[config.mk]
export PLATFORM = sky130hd
export DESIGN_NAME = defuse_monitor
export DESIGN_NICKNAME = d
export VERILOG_FILES = /design/src/rtl/defuse_pkg.sv /design/src/rtl/wire_debounce.sv /design/src/rtl/defuse_monitor.sv
export SDC_FILE = /design/constraint.sdc
export NUM_CORES = 1
export LEC_CHECK = 0
export ABC_AREA = 1
export BUFFER_PORTS_ARGS = -buffer_cell sky130_fd_sc_hd__buf_2
export CORE_ASPECT_RATIO = 1.4
export CORE_MARGIN = 4
export CORE_UTILIZATION = 30
export CTS_CLUSTER_SIZE = 40
export DETAILED_ROUTE_END_ITERATION = 10
export PLACE_DENSITY_LB_ADDON = 0.25
export SYNTH_ARGS = -nofsm -noshare
export SYNTH_HDL_FRONTEND = slang
export SYNTH_HIERARCHICAL = 1
export SYNTH_SLANG_ARGS = --single-unit
[constraint.sdc]
create_clock -name clk -period 4.4 [get_ports clk]
set_input_delay 0.88 -clock clk [delete_from_list [all_inputs] [get_ports clk]]
set_output_delay 0.88 -clock clk [all_outputs]
set_load 0.01 [all_outputs]
[src/rtl/defuse_pkg.sv]
// Shared types for the bomb-defuse round monitor.
package defuse_pkg;

    typedef enum logic [1:0] {
        IDLE     = 2'b00,
        ARMED    = 2'b01,
        DEFUSED  = 2'b10,
        EXPLODED = 2'b11
    } state_t;

    localparam int STRIKE_W = 4;

endpackage

[src/rtl/wire_debounce.sv]
// One wire-sense input: two-flop synchroniser followed by a debounce counter
// that accepts a new level only after DEBOUNCE_CYCLES consecutive agreeing samples.
module wire_debounce #(
    parameter int DEBOUNCE_CYCLES = 4
) (
    input  logic clk,
    input  logic rst_n,
    input  logic din,
    output logic dout
);

    localparam int CNT_W = (DEBOUNCE_CYCLES > 1) ? $clog2(DEBOUNCE_CYCLES) : 1;
    localparam logic [CNT_W-1:0] CNT_LAST = CNT_W'(DEBOUNCE_CYCLES - 1);

    logic             sync_meta;
    logic             sync_q;
    logic [CNT_W-1:0] cnt;

    // Any sample that agrees with the accepted level restarts the count.
    always_ff @(posedge clk or negedge rst_n) begin
        if (!rst_n) begin
            sync_meta <= 1'b0;
            sync_q    <= 1'b0;
            cnt       <= '0;
            dout      <= 1'b0;
        end else begin
            sync_meta <= din;
            sync_q    <= sync_meta;
            if (sync_q != dout) begin
                if (cnt == CNT_LAST) begin
                    dout <= sync_q;
                    cnt  <= '0;
                end else begin
                    cnt <= cnt + 1'b1;
                end
            end else begin
                cnt <= '0;
            end
        end
    end

endmodule

[src/rtl/defuse_monitor.sv]
// Bomb-defuse round monitor: debounced wire sensing, countdown timer,
// trap-strike counting and DEFUSED/EXPLODED resolution.
module defuse_monitor #(
    parameter int N_WIRES         = 8,
    parameter int DEBOUNCE_CYCLES = 4,
    parameter int TIMER_W         = 16,
    parameter int MAX_STRIKES     = 3
) (
    input  logic               clk,
    input  logic               rst_n,
    input  logic [N_WIRES-1:0] wire_in,
    input  logic [N_WIRES-1:0] trap_mask,
    input  logic [TIMER_W-1:0] timeout_load,
    input  logic               tick,
    input  logic               arm,
    input  logic               clear,
    output logic [1:0]         state,
    output logic               defused,
    output logic               exploded,
    output logic               arm_err,
    output logic [TIMER_W-1:0] time_left,
    output logic [3:0]         strikes,
    output logic [N_WIRES-1:0] cut_status
);

    import defuse_pkg::*;

    localparam int PC_W  = $clog2(N_WIRES + 1);
    localparam int SUM_W = ((PC_W > STRIKE_W) ? PC_W : STRIKE_W) + 1;
    localparam logic [STRIKE_W-1:0] STRIKE_MAX = STRIKE_W'(MAX_STRIKES);

    state_t               state_q, state_d;
    logic [TIMER_W-1:0]   time_q, time_d;
    logic [STRIKE_W-1:0]  strikes_q, strikes_d;
    logic [N_WIRES-1:0]   trap_q, trap_d;
    logic [N_WIRES-1:0]   cut_prev;
    logic                 arm_err_q, arm_err_d;
    logic                 defused_q, exploded_q;

    logic [N_WIRES-1:0]   new_trap;
    logic [PC_W-1:0]      trap_count;
    logic [SUM_W-1:0]     strike_sum;
    logic [STRIKE_W-1:0]  strikes_sat;

    for (genvar g = 0; g < N_WIRES; g++) begin : g_wire
        wire_debounce #(
            .DEBOUNCE_CYCLES(DEBOUNCE_CYCLES)
        ) u_debounce (
            .clk  (clk),
            .rst_n(rst_n),
            .din  (wire_in[g]),
            .dout (cut_status[g])
        );
    end

    // Only fresh cuts of trap wires strike; reconnecting never refunds one.
    always_comb begin
        new_trap   = cut_status & ~cut_prev & trap_q;
        trap_count = '0;
        for (int i = 0; i < N_WIRES; i++) begin
            trap_count = trap_count + PC_W'(new_trap[i]);
        end
        strike_sum  = SUM_W'(strikes_q) + SUM_W'(trap_count);
        strikes_sat = (strike_sum >= SUM_W'(MAX_STRIKES)) ? STRIKE_MAX
                                                           : strike_sum[STRIKE_W-1:0];
    end

    always_comb begin
        state_d   = state_q;
        time_d    = time_q;
        strikes_d = strikes_q;
        trap_d    = trap_q;
        arm_err_d = 1'b0;
        case (state_q)
            IDLE: begin
                if (arm) begin
                    if (timeout_load == '0 || |cut_status) begin
                        arm_err_d = 1'b1;
                    end else begin
                        trap_d    = trap_mask;
                        time_d    = timeout_load;
                        strikes_d = '0;
                        state_d   = ARMED;
                    end
                end
            end
            ARMED: begin
                if (clear) begin
                    state_d = IDLE;
                end else begin
                    strikes_d = strikes_sat;
                    if (strikes_sat == STRIKE_MAX) begin
                        state_d = EXPLODED;
                    end else if (&(cut_status | trap_q)) begin
                        state_d = DEFUSED;
                    end else if (tick && time_q == TIMER_W'(1)) begin
                        time_d  = '0;
                        state_d = EXPLODED;
                    end else if (tick && time_q != '0) begin
                        time_d = time_q - 1'b1;
                    end
                end
            end
            DEFUSED, EXPLODED: begin
                if (clear) begin
                    state_d = IDLE;
                end
            end
            default: state_d = IDLE;
        endcase
    end

    always_ff @(posedge clk or negedge rst_n) begin
        if (!rst_n) begin
            state_q    <= IDLE;
            time_q     <= '0;
            strikes_q  <= '0;
            trap_q     <= '0;
            cut_prev   <= '0;
            arm_err_q  <= 1'b0;
            defused_q  <= 1'b0;
            exploded_q <= 1'b0;
        end else begin
            state_q    <= state_d;
            time_q     <= time_d;
            strikes_q  <= strikes_d;
            trap_q     <= trap_d;
            cut_prev   <= cut_status;
            arm_err_q  <= arm_err_d;
            defused_q  <= (state_d == DEFUSED);
            exploded_q <= (state_d == EXPLODED);
        end
    end

    assign state     = state_q;
    assign defused   = defused_q;
    assign exploded  = exploded_q;
    assign arm_err   = arm_err_q;
    assign time_left = time_q;
    assign strikes   = strikes_q;

endmodule

== Word level (Yosys, flattened, before mapping) ==
Cells that the tools add are included.
Word-level totals
  bits of input ports: 37
  output and inout port bits: 33
  bits in registers: 81
  logic and storage cells: 153
Operators by class
  bitwise logic cells: 5
  equality and inequality tests: 29
  muxes and demuxes: 40
  add/subtract/negate cells: 17
  magnitude comparators: 1
  reduce and logical (&&, ||, !) cells: 21
Operator list (number)
  $mux 16: 7
  $mux 2: 23
  $pmux 16 s2: 1
  $eq 2x2->1 const B: 12
  $add 2x1->2 const B: 8
  $add 4x1->4: 4
  $and 8x8->8: 2
  $eq 16x1->1 const B: 1
  $logic_not 16->1: 1
  $mux 4: 4
  $reduce_and 2->1: 8
  $reduce_bool 16->1: 1
  $sub 16x1->16 const B: 1
  $ne 2x2->1 const B: 5
  $ne 1x1->1: 8
  $not 8->8: 1
  $or 8x8->8: 1
  $pmux 4 s2: 1
  $reduce_and 8->1: 1
  $reduce_or 8->1: 1
  $reduce_and 7->1: 1
  $pmux 2 s3: 1
  $add 4x4->5: 1
  $ge 5x2->1 const B: 1
  other kinds (15): 18

== Logic depth before layout (Yosys ltp) ==
Gate-level depths: netlist of the first run.
  depth in word-level cells: 18
  depth in mapped cells: 21
  gate-level depth less buffers: 20

== Modules after synthesis ==
The synthesis of the first run kept the hierarchy.
By module, submodules not included
  defuse_monitor: times used 1, cells an instance 402, area each 2718.9 µm², sequential area each 1026.0 µm²
  wire_debounce: times used 8, cells an instance 17, area each 182.7 µm², sequential area each 125.1 µm²

== Worst setup path after synthesis of the first run ==
OpenSTA, ideal clock, no wires.
  path kind: register -> register
  start: register g_wire[0].u_debounce.dout
  end: register time_q[13], in the netlist time_left[13]
  clock period less this slack: 4.091 ns
  library setup time: 0.117 ns
  data arrival time: 3.974 ns
  setup slack: 0.309 ns
  cell stages (with the launch flop): 21
  cell sequence: dfrtp_1 inv_1 nor3_1 fa_1 inv_1 fa_1 inv_1 fa_1 fa_1 fa_1 nand2_1 nand2_1 nor2_1 nand2_1 inv_1 nand2_1 nand2_1 nand3_4 buf_6 nor2_1 nor2_1
Between the ends
  word-level cells in the longest chain between the ends: 15
  elaborated cells between the ends (all ways): 21
  those cells by class: add/sub (8); order compare (1); eq/ne (4); mux (1); bitwise (3); reduce/logical (4)
RTL lines
  start, declared: RTL line wire_debounce.sv:9  | output logic dout
  start signal, assigned: RTL line wire_debounce.sv:31  | dout <= sync_q;
  $and 8x8->8 (2 in a row): RTL line defuse_monitor.sv:58  | new_trap = cut_status & ~cut_prev & trap_q;
  $add 1x1->2: RTL line defuse_monitor.sv:61  | trap_count = trap_count + PC_W'(new_trap[i]);
  $add 2x1->3: RTL line defuse_monitor.sv:61
  $add 3x1->4: RTL line defuse_monitor.sv:61
  $add 4x1->4 (4 in a row): RTL line defuse_monitor.sv:61
  $add 4x4->5: RTL line defuse_monitor.sv:63  | strike_sum = SUM_W'(strikes_q) + SUM_W'(trap_count);
  $ge 5x2->1: RTL line defuse_monitor.sv:64  | strikes_sat = (strike_sum >= SUM_W'(MAX_STRIKES)) ? STRIKE_MAX
  $mux 4: RTL line defuse_monitor.sv:64
  $eq 4x2->1: RTL line defuse_monitor.sv:92  | if (strikes_sat == STRIKE_MAX) begin
  $ne 2x2->1 (no line)
  $reduce_and 7->1 (no line) (*)
  end signal, assigned: RTL line defuse_monitor.sv:125  | time_q <= time_d;
  end, declared: RTL line defuse_monitor.sv:33  | logic [TIMER_W-1:0] time_q, time_d;
Every way passes the cells marked *; elsewhere a longest branch is shown, timed or not.
A chain may end at the register's enable or synchronous reset.

== Worst setup path in the final report of the first run ==
  start: register g_wire[0].u_debounce.dout
  end: register time_q[15], in the netlist time_left[15]
The elaborated chain is that of the path after synthesis.

==> results of run 1 <==
[state kept, by name (all words and copies together), names as in the netlist]
| name | flops |
|---|---|
| arm_err | 1 |
| exploded | 1 |
| g_wire.u_debounce/sync_q | 8 |
| time_left | 16 |
| defused | 1 |
| cut_prev | 8 |
| g_wire.u_debounce/cnt | 16 |
| state | 2 |
| g_wire.u_debounce/dout | 8 |
| trap_q | 8 |
| g_wire.u_debounce/sync_meta | 8 |
| strikes | 4 |
[cell families (layout without fill, tap and decap cells)]
logic type | count (synthesis) | count (layout) | synth area share
simple gates | 292 | 293 | 0.290
fa+ha+maj | 21 | 21 | 0.0718
flops | 81 | 81 | 0.485
xor+xnor | 4 | 4 | 0.00838
compound gates | 38 | 38 | 0.0494
buf+inv | 102 | 186 | 0.0952
[synth_stat cells, types with 5 or more instances]
| master | instances |
|---|---|
| or2_0 | 8 |
| nor2_1 | 83 |
| o21ai_0 | 21 |
| nor2_2 | 7 |
| nand2_1 | 153 |
| nand3_1 | 26 |
| inv_1 | 95 |
| fa_1 | 5 |
| ha_1 | 16 |
| a21oi_1 | 10 |
| dfrtp_1 | 81 |
| nor3_1 | 8 |
[through the flow]
step | instances | utilization | total power [µW] | cell area [µm²]
after floorplan | 538 | - | 2210 | 4180
after global placement | 787 | 0.351 | 2620 | 4740
after detailed placement | 787 | 0.351 | 2670 | 4740
after CTS | 803 | 0.373 | 3420 | 5040
after global routing | 805 | 0.376 | 3740 | 5080
final | 805 | 0.376 | 3390 | 5080
[worst register-to-register path, delay by kind of cell (launching register included)]
| family | cells | cell delay [ns] |
|---|---|---|
| DFF | 1 | 0.41 |
| buffers and inverters | 4 | 0.29 |
| and+or+nand+nor | 11 | 0.99 |
| adders and majority gates | 5 | 2.40 |
[placed cells by master (no fill, tap or decap)]
cell / instances
buf_4: 5
nor2_2: 6
fa_1: 4
dfrtp_1: 81
xor2_1: 3
o21bai_1: 1
o21ai_0: 21
clkbuf_16: 9
o21a_1: 1
nand2_1: 152
nand2_2: 3
or2_0: 8
ha_1: 16
nand3_2: 2
inv_2: 3
nor2_1: 83
nor2_4: 2
nand3_4: 2
a21oi_2: 1
xnor2_1: 1
nand3_1: 25
nand4_1: 2
clkinvlp_4: 2
inv_6: 1
a21boi_1: 3
inv_1: 94
buf_2: 68
o21ai_1: 1
fa_2: 1
inv_8: 4
nor3_1: 8
a21oi_1: 10
[report_power, final]
group | switching (µW) | leakage (µW) | internal (µW)
Clock | 336 | 0.000140 | 400
Sequential | 213 | 0.000982 | 1000
Combinational | 889 | 0.00168 | 553
Total | 1440 | 0.00280 | 1960
[area by class of cell]
type                    instances  area, µm²  area share
clock buffers                   9        225      0.0443
inverters                      97        364      0.0717
clock inverters                 7       68.8      0.0136
repair buffers                 73        378      0.0744
multi-input cells             356       1790       0.352
flip-flops and latches         81       2030       0.399
well taps                     182        228      0.0448
[repair_timing]
item	in CTS	in global routing
resized for setup	0	6
setup buffers	0	1
endpoints found under the setup margin	0	16
[routing by layer]
metal | part of all wire | GRT usage
met1 | 0.42 | 0.157
met5 | 0 | 0
met2 | 0.51 | 0.233
met4 | 0.016 | 0.0398
met3 | 0.051 | 0.0297
[path summary, 6_finish.rpt]
path	to	slack [ns]	cells after the start
max	time_left[15]$_DFFE_PN0P_	0.23	20
min	g_wire[2].u_debounce/sync_q$_DFF_PN0_	0.35	0
max reg2reg	time_left[15]$_DFFE_PN0P_	0.23	20
min reg2reg	g_wire[2].u_debounce/sync_q$_DFF_PN0_	0.35	0
max in group asynchronous	trap_q[6]$_DFFE_PN0P_	2.95	2
min in group asynchronous	time_left[2]$_DFFE_PN0P_	0.56	1
==> results by group, run 1 <==
Outcome
  – Outcome: completed

Worst setup path
  – RR Startpoint: g_wire[0].u_debounce/dout$_DFFE_PN0P_
  – WP data arrival: 4.44 ns
  – Crit end category: flop
  – WP data required: 4.67 ns
  – CP delay by family, top: adder cells
  – CP cell instances: inv_2 -> nor3_1 -> fa_1 -> inv_1 -> fa_1 -> inv_1 -> fa_1 -> fa_2 -> fa_1 -> nand2_1 -> nand2_1 -> nor2_1 -> nand2_1 -> inv_1 -> nand2_1 -> nand2_2 -> nand3_2 -> nor2_4 -> nor2_1 -> nor2_1
  – Startpoint types: flop
  – Setup Crit Path Kind: flop to flop
  – Crit-path slowest cell: fa_1
  – Worst path max stage delay: 0.52 ns
  – CP Launch Point: g_wire[0].u_debounce/dout$_DFFE_PN0P_
  – Crit path buf inv count: 4
  – CP Max Fanout: 6

Timing
  – Final Setup Violations: 0
  – Worst setup margin: 0.230 ns
  – Fin. max-slew vios: 0
  – Tcrit/Tclk final: 0.948
  – Highest Clock Rate: 240 MHz
  – Final hold violations: 0
  – Final hold slack: 0.353 ns
  – Slew @ Worst Pin: 0.667 ns
  – Max transition margin: 0.554
  – Final min period: 4.17 ns
  – Post-Route Skew: 0.00621 ns
  – Final TNS setup: 0 ns

Floorplanning
  – Die Y-Extent: 148 µm
  – Die X: 108 µm
  – Initial core utilization: 0.309
  – Placement Rows: 50
  – IO Count: 70
  – Die area: 0.0159 mm²
  – Core Box Area: 0.0135 mm²

Clock tree
  – Clock latency on the worst-skew pair: 0.34 ns
  – Hold bufs inserted after CTS: 0
  – Clock transition at path regs: 0.07 ns
  – CTS tree: built
  – Clk sink count: 81
  – Clock Tree Buf Depth: 2
  – CTS Root Cell: clkbuf_16
  – H-tree lvl count: 3
  – Num CTS Buffers: 9

Placed design
  – DP Wirelength: 7500 µm
  – GPL Wtd Cong: 0.910
  – Worst slack, placed: 0.0873 ns
  – PortBufs: 69

GRT
  – Largest net degree at the start of global routing: 50
  – Overall Global Routing Usage: 0.131
  – First-pass GRT wire length: 16500 µm
  – Grt total ovfl: 0
  – Antenna violations before repair: 0
  – Number of global-route vias before repair: 3467

Yosys
  – Synth Net Count: 596
  – Synth area leaders: dfrtp_1 (48%), nand2_1 (14%), inv_1 (8.5%)
  – Synth area leader: dfrtp_1
  – Flops & latches, synth: 81
  – Synth Flop Type: dfrtp_1
  – Synthesized cell area: 0.00418 mm²
  – Synth cell types: 28
  – Ys async rst share: 1.00
  – Yosys warnings: 6
  – Post-synth top area share: 0.485
  – Avg Cell Area, Syn: 7.77 µm²
  – Seq/Total Area, Yosys: 0.485
  – Number of flops mapped to enable cells by yosys: 0
  – Mapped Cells: 538

Routing
  – Detailed Routing Iterations Pass 1: 4
  – WL per Instance: 12.2 µm
  – Via-to-Cell Ratio: 4.31
  – 1st-iter DRT viols: 101
  – DRC Markers: 0
  – Routed Wire Length: 9860 µm
  – Antenna viol nets, final: 0
  – Detailed-route via count: 3466

Min path
  – HP Class: flop to flop
  – Hold path start: g_wire[2].u_debounce/sync_meta$_DFF_PN0_

Cells and area
  – ANT cells: 0
  – Area Overhead vs Synth: 21.5%
  – Fill cell count: 1431
  – Layout cell share with drive strength beyond 1: 0.175
  – Final nets: 676

Run
  – Max Cap Viol: 0

Pwr
  – Leak: 0.00280 µW
  – Peak supply drop: 0.000323 V
  – Pwr Density: 668 mW/mm²
Power figures use the tool's default switching activity.
==> run 2, diff against run 1 <==
--- a/config.mk
+++ b/config.mk
@@ -12,7 +12,7 @@
 export CORE_UTILIZATION = 30
 export CTS_CLUSTER_SIZE = 40
 export DETAILED_ROUTE_END_ITERATION = 10
-export PLACE_DENSITY_LB_ADDON = 0.25
+export PLACE_DENSITY = 0.57
 export SYNTH_ARGS = -nofsm -noshare
 export SYNTH_HDL_FRONTEND = slang
 export SYNTH_HIERARCHICAL = 1
==> results by group, run 2 (same netlist as run 1, synthesis figures left out) <==
Outcome
  – Outcome: completed

Floorplanning
  – IO Count: 70 (unchanged)
  – Die Y-Extent: 148 µm (unchanged)
  – Core Box Area: 0.0135 mm² (unchanged)
  – Die area: 0.0159 mm² (unchanged)
  – Die X: 108 µm (unchanged)
  – Placement Rows: 50 (unchanged)
  – Initial core utilization: 0.309 (unchanged)

GRT
  – Number of global-route vias before repair: 3436 (-0.89%)
  – Grt total ovfl: 0 (unchanged)
  – Antenna violations before repair: 0 (unchanged)
  – Overall Global Routing Usage: 0.128 (-0.00293)
  – Largest net degree at the start of global routing: 82 (+64%)
  – First-pass GRT wire length: 16300 µm (-0.75%)

Worst setup path
  – Setup Crit Path Kind: flop to flop
  – CP Max Fanout: 6 (unchanged)
  – Crit end category: flop
  – WP data required: 4.66 ns (about the same)
  – Startpoint types: flop
  – WP data arrival: 4.38 ns (-0.06 ns)

Cells and area
  – Final nets: 675 (-0.15%)
  – ANT cells: 0 (unchanged)
  – Area Overhead vs Synth: 22.8%
  – Commonest non-fill, non-tap cells in the layout: nand2_1 (151), inv_1 (94), nor2_1 (83)
  – Layout cell share with drive strength beyond 1: 0.178 (+0.00350)
  – Design area: 0.00513 mm² (+1.1%)
  – Commonest non-fill, non-tap cell in the layout: nand2_1

Timing
  – Tcrit/Tclk final: 0.937 (-0.0105)
  – Max transition margin: 0.307 (-0.247)
  – Post-Route Skew: 0.00624 ns (+0.0000310 ns)
  – Final TNS setup: 0 ns (unchanged)
  – Slew @ Worst Pin: 1.04 ns (+0.373 ns)
  – Final hold violations: 0 (unchanged)
  – Final min period: 4.12 ns (-0.0461 ns)
  – Final Setup Violations: 0 (unchanged)
  – Highest Clock Rate: 242 MHz (+1.1%)
  – Fin. max-slew vios: 0 (unchanged)
  – Worst setup margin: 0.276 ns (+0.0461 ns)
  – Unrepaired setup endpoints after global routing: no

Pwr
  – Peak supply drop: 0.000375 V (+16%)
  – Pwr Density: 691 mW/mm² (+3.4%)
  – Leak: 0.00283 µW (+1.1%)

Routing
  – Routed Wire Length: 9650 µm (-2.2%)
  – Detailed-route via count: 3506 (+1.2%)
  – Detailed Routing Iterations Pass 1: 4 (unchanged)
  – Antenna viol nets, final: 0 (unchanged)
  – DRC Markers: 0 (unchanged)
  – 1st-iter DRT viols: 137 (+36%)
  – WL per Instance: 12.0 µm (-2.0%)
  – Via-to-Cell Ratio: 4.36 (+1.3%)

Clock tree
  – CTS Root Cell: clkbuf_16
  – Clk sink count: 81 (unchanged)
  – Clock Tree Buf Depth: 2 (unchanged)
  – H-tree lvl count: 3 (unchanged)
  – CTS tree: built
  – Clock transition at path regs: 0.06 ns (about the same)
  – Num CTS Buffers: 9 (unchanged)
  – Clock latency on the worst-skew pair: 0.33 ns (about the same)
  – Hold bufs inserted after CTS: 0 (unchanged)

Placed design
  – DP Wirelength: 7200 µm (-4.0%)
  – Placed instance area: 0.00474 mm² (-0.16%)
  – Worst slack, placed: 0.0339 ns (-0.0534 ns)
  – PortBufs: 69 (unchanged)
  – GPL Wtd Cong: 0.874 (-3.9%)

Min path
  – HP Class: flop to flop

Run
  – Max Cap Viol: 0 (unchanged)
==> run 2: final cells by class <==
type / count / area, µm²
fill: 1451 / 8380
sequential: 81 / 2030
multi-input combinational: 356 / 1790
timing repair buffer: 72 / 370
inverter: 97 / 364
clock buffer: 10 / 239
tap: 182 / 228
clock inverter: 6 / 113
==> run 2: worst max-delay path, cell delays in order (launching register included) <==
cell     delay [ns]
dfrtp_1        0.41
inv_2          0.08
nor3_2         0.05
fa_1           0.50
inv_1          0.05
fa_1           0.53
inv_1          0.05
fa_1           0.48
fa_2           0.37
fa_1           0.45
nand2_1        0.08
nand2_1        0.05
nor2_1         0.10
nand2_2        0.08
inv_1          0.09
nand2_1        0.07
nand2_2        0.12
nand3_2        0.11
nor2_4         0.21
nor2_1         0.07
nor2_1         0.09
==> run 2: path summary, 6_finish.rpt <==
check	startpoint	end	slack, ns	cells after the start
max in group asynchronous	rst_n	g_wire[3].u_debounce/cnt[1]$_DFF_PN0_	3.00	1
min in group asynchronous	rst_n	time_left[2]$_DFFE_PN0P_	0.72	1
worst max-delay path	g_wire[0].u_debounce/dout$_DFFE_PN0P_	time_left[15]$_DFFE_PN0P_	0.28	20
worst min register to register	g_wire[1].u_debounce/sync_meta$_DFF_PN0_	g_wire[1].u_debounce/sync_q$_DFF_PN0_	0.35	0
worst max register to register	g_wire[0].u_debounce/dout$_DFFE_PN0P_	time_left[15]$_DFFE_PN0P_	0.28	20
worst min-delay path	g_wire[1].u_debounce/sync_meta$_DFF_PN0_	g_wire[1].u_debounce/sync_q$_DFF_PN0_	0.35	0
==> run 2: timing repair <==
item | CTS | global route
gates resized for setup | 0 | 8
endpoints found under the hold margin | 0 | 0
setup endpoints to repair | 0 | 18
buffers inserted | 0 | 1
==> run 2: routing by layer <==
metal	routed length, µm	GRT usage
met5	0	0
met4	129	0.0310
met3	617	0.0306
met1	4220	0.164
met2	4680	0.219
==> run 2: through the flow <==
step / utilization / hold slack, ns / std cells / power, µW
after floorplan: - / 0.331 / 538 / 2210
after detailed placement: 0.351 / 0.336 / 786 / 2680
final: 0.380 / 0.346 / 804 / 3550
after global routing: 0.380 / 0.365 / 804 / 3920
after global placement: 0.351 / 0.333 / 786 / 2620
after CTS: 0.377 / 0.350 / 802 / 3570
==> run 2: report_power, final <==
part	switching, µW	total [µW]	internal (µW)
Combinational	898	1460	558
Sequential	219	1220	1010
Clock	294	867	573
==> run 3, diff against run 2 <==
--- a/config.mk
+++ b/config.mk
@@ -10,9 +10,11 @@
 export CORE_ASPECT_RATIO = 1.4
 export CORE_MARGIN = 4
 export CORE_UTILIZATION = 30
+export CTS_CLUSTER_DIAMETER = 120
 export CTS_CLUSTER_SIZE = 40
 export DETAILED_ROUTE_END_ITERATION = 10
 export PLACE_DENSITY = 0.57
+export RECOVER_POWER = 100
 export SYNTH_ARGS = -nofsm -noshare
 export SYNTH_HDL_FRONTEND = slang
 export SYNTH_HIERARCHICAL = 1
==> results by group, run 3 (same netlist as run 1, synthesis figures left out) <==
Outcome
  – Outcome: complete, but fails checks
  – Failing checks: max-capacitance violations, max-slew violations

Routing
  – 1st-iter DRT viols: 144 (+5.1%)
  – DRC Markers: 0 (unchanged)
  – Detailed-route via count: 3509 (+0.086%)
  – Routed Wire Length: 9730 µm (+0.90%)
  – Antenna viol nets, final: 0 (unchanged)
  – WL per Instance: 12.1 µm (+0.90%)
  – Detailed Routing Iterations Pass 1: 4 (unchanged)
  – Via-to-Cell Ratio: 4.36 (about the same)

Placed design
  – Worst slack, placed: 0.0339 ns (unchanged)
  – DP Wirelength: 7200 µm (unchanged)
  – Placed instance area: 0.00474 mm² (unchanged)
  – GPL Wtd Cong: 0.874 (unchanged)
  – PortBufs: 69 (unchanged)

Worst setup path
  – Startpoint types: flop
  – Crit end category: flop
  – CP Max Fanout: 6 (unchanged)
  – Setup Crit Path Kind: flop to flop
  – WP data arrival: 4.38 ns (about the same)
  – WP data required: 4.66 ns (about the same)
  – R2r setup slk: 0.28 ns (about the same)

Timing
  – Slew @ Worst Pin: 2.06 ns (+1.02 ns)
  – Fin. max-slew vios: 82 (+82)
  – Highest Clock Rate: 243 MHz (+0.19%)
  – Final hold violations: 0 (unchanged)
  – Final min period: 4.12 ns (-0.00787 ns)
  – Worst setup margin: 0.284 ns (+0.00787 ns)
  – Final Setup Violations: 0 (unchanged)
  – Final TNS setup: 0 ns (unchanged)
  – Post-Route Skew: 0.00651 ns (+0.000269 ns)
  – Unrepaired setup endpoints after global routing: no
  – Tcrit/Tclk final: 0.935 (-0.00179)
  – Max transition margin: -0.373 (-0.680)

Run
  – Max Cap Viol: 1 (+1)

GRT
  – Met3 GRT Util: 0.0306 (unchanged)
  – First-pass GRT wire length: 16300 µm (unchanged)
  – Largest net degree at the start of global routing: 82 (unchanged)
  – Met1 Usage GRT: 0.164 (unchanged)
  – Antenna violations before repair: 0 (unchanged)
  – Overall Global Routing Usage: 0.128 (unchanged)
  – GR peak layer: met2
  – Met2 Use GR: 0.219 (unchanged)
  – Number of global-route vias before repair: 3436 (unchanged)
  – Grt total ovfl: 0 (unchanged)

Cells and area
  – Fill cell count: 1476 (+1.7%)
  – Final Core Density: 0.376 (-0.00389)
  – Layout cell share with drive strength beyond 1: 0.121 (-0.0579)
  – ANT cells: 0 (unchanged)
  – Area Overhead vs Synth: 21.6%
  – Final nets: 675 (unchanged)
  – Design area: 0.00508 mm² (-1.0%)
  – Commonest non-fill, non-tap cell in the layout: nand2_1
  – Commonest non-fill, non-tap cells in the layout: nand2_1 (151), inv_1 (94), nor2_1 (83)

Floorplanning
  – Placement Rows: 50 (unchanged)
  – Die Y-Extent: 148 µm (unchanged)
  – Die area: 0.0159 mm² (unchanged)
  – Die X: 108 µm (unchanged)
  – IO Count: 70 (unchanged)
  – Initial core utilization: 0.309 (unchanged)
  – Core Box Area: 0.0135 mm² (unchanged)

Pwr
  – Cell Int Power: 2100 µW (-1.7%)
  – Clock power frac: 0.247 (+0.003)
  – Sw frac: 0.403 (+0.00523)
  – Final Power: 3520 µW (-0.84%)
  – Pwr Density: 692 mW/mm² (+0.18%)
  – Sequential share of power: 0.350 (+0.005)
  – Psw: 1420 µW (+0.46%)
  – Leak: 0.00272 µW (-4.0%)
  – Share of total power in combinational logic: 0.403 (-0.007)
  – Peak supply drop: 0.000371 V (-0.94%)

Clock tree
  – H-tree lvl count: 3 (unchanged)
  – Clock latency on the worst-skew pair: 0.33 ns (about the same)
  – Clock transition at path regs: 0.06 ns (about the same)
  – CTS tree: built
  – Clock Tree Buf Depth: 2 (unchanged)
  – CTS Root Cell: clkbuf_16
  – Clk sink count: 81 (unchanged)
  – Num CTS Buffers: 9 (unchanged)

Min path
  – HP Class: flop to flop
-- run 3: through the flow --
| step | hold slack (ns) | std cells |
|---|---|---|
| after CTS | 0.350 | 802 |
| after floorplan | 0.331 | 538 |
| after global routing | 0.365 | 804 |
| final | 0.346 | 804 |
| after detailed placement | 0.336 | 786 |
| after global placement | 0.333 | 786 |
-- run 3: power by group through the flow --
stage               Sequential, µW  Clock [µW]  Combinational (µW)
CTS                           1220         897                1450
finish                        1230         869                1420
global placement              1230           0                1390
floorplan                     1240           0                 971
global route                  1270         938                1680
detailed placement            1240           0                1440
-- run 3: area by class of cell --
class / instances / area, µm² / area share
Timing Repair Buffer: 72 / 322 / 0.0633
Clock buffer: 10 / 239 / 0.0470
Clock inverter: 6 / 113 / 0.0222
Inverter: 97 / 364 / 0.0717
Multi-Input combinational cell: 356 / 1790 / 0.352
Sequential cell: 81 / 2030 / 0.399
Tap cell: 182 / 228 / 0.0448
-- run 3: layer usage --
layer / share of wire / up-vias
li1: - / 1783
met1: 0.45 / 1629
met2: 0.48 / 88
met3: 0.059 / 9
met4: 0.013 / 0
met5: 0 / -
-- run 3: what timing repair did --
item | 4_1_cts | 5_1_grt
hold buffers | 0 | 0
gates resized for setup | 0 | 8
endpoints found under the setup margin | 0 | 18
setup buffers | 0 | 1
-- run 3: worst paths after layout --
path / start / to / cells after the start
max in group asynchronous: rst_n / g_wire[3].u_debounce/cnt[1]$_DFF_PN0_ / 1
max reg2reg: g_wire[0].u_debounce/dout$_DFFE_PN0P_ / time_left[15]$_DFFE_PN0P_ / 20
min: g_wire[1].u_debounce/sync_meta$_DFF_PN0_ / g_wire[1].u_debounce/sync_q$_DFF_PN0_ / 0
min reg2reg: g_wire[1].u_debounce/sync_meta$_DFF_PN0_ / g_wire[1].u_debounce/sync_q$_DFF_PN0_ / 0
min in group asynchronous: rst_n / time_left[1]$_DFFE_PN0P_ / 1
max: g_wire[0].u_debounce/dout$_DFFE_PN0P_ / time_left[15]$_DFFE_PN0P_ / 20
-- run 3: worst max-delay path, cell delays in order (launching register included) --
cell	delay, ns
dfrtp_1	0.41
inv_2	0.08
nor3_2	0.05
fa_1	0.50
inv_1	0.05
fa_1	0.53
inv_1	0.05
fa_1	0.48
fa_2	0.37
fa_1	0.45
nand2_1	0.08
nand2_1	0.05
nor2_1	0.10
nand2_2	0.08
inv_1	0.09
nand2_1	0.07
nand2_2	0.12
nand3_2	0.11
nor2_4	0.21
nor2_1	0.07
nor2_1	0.09
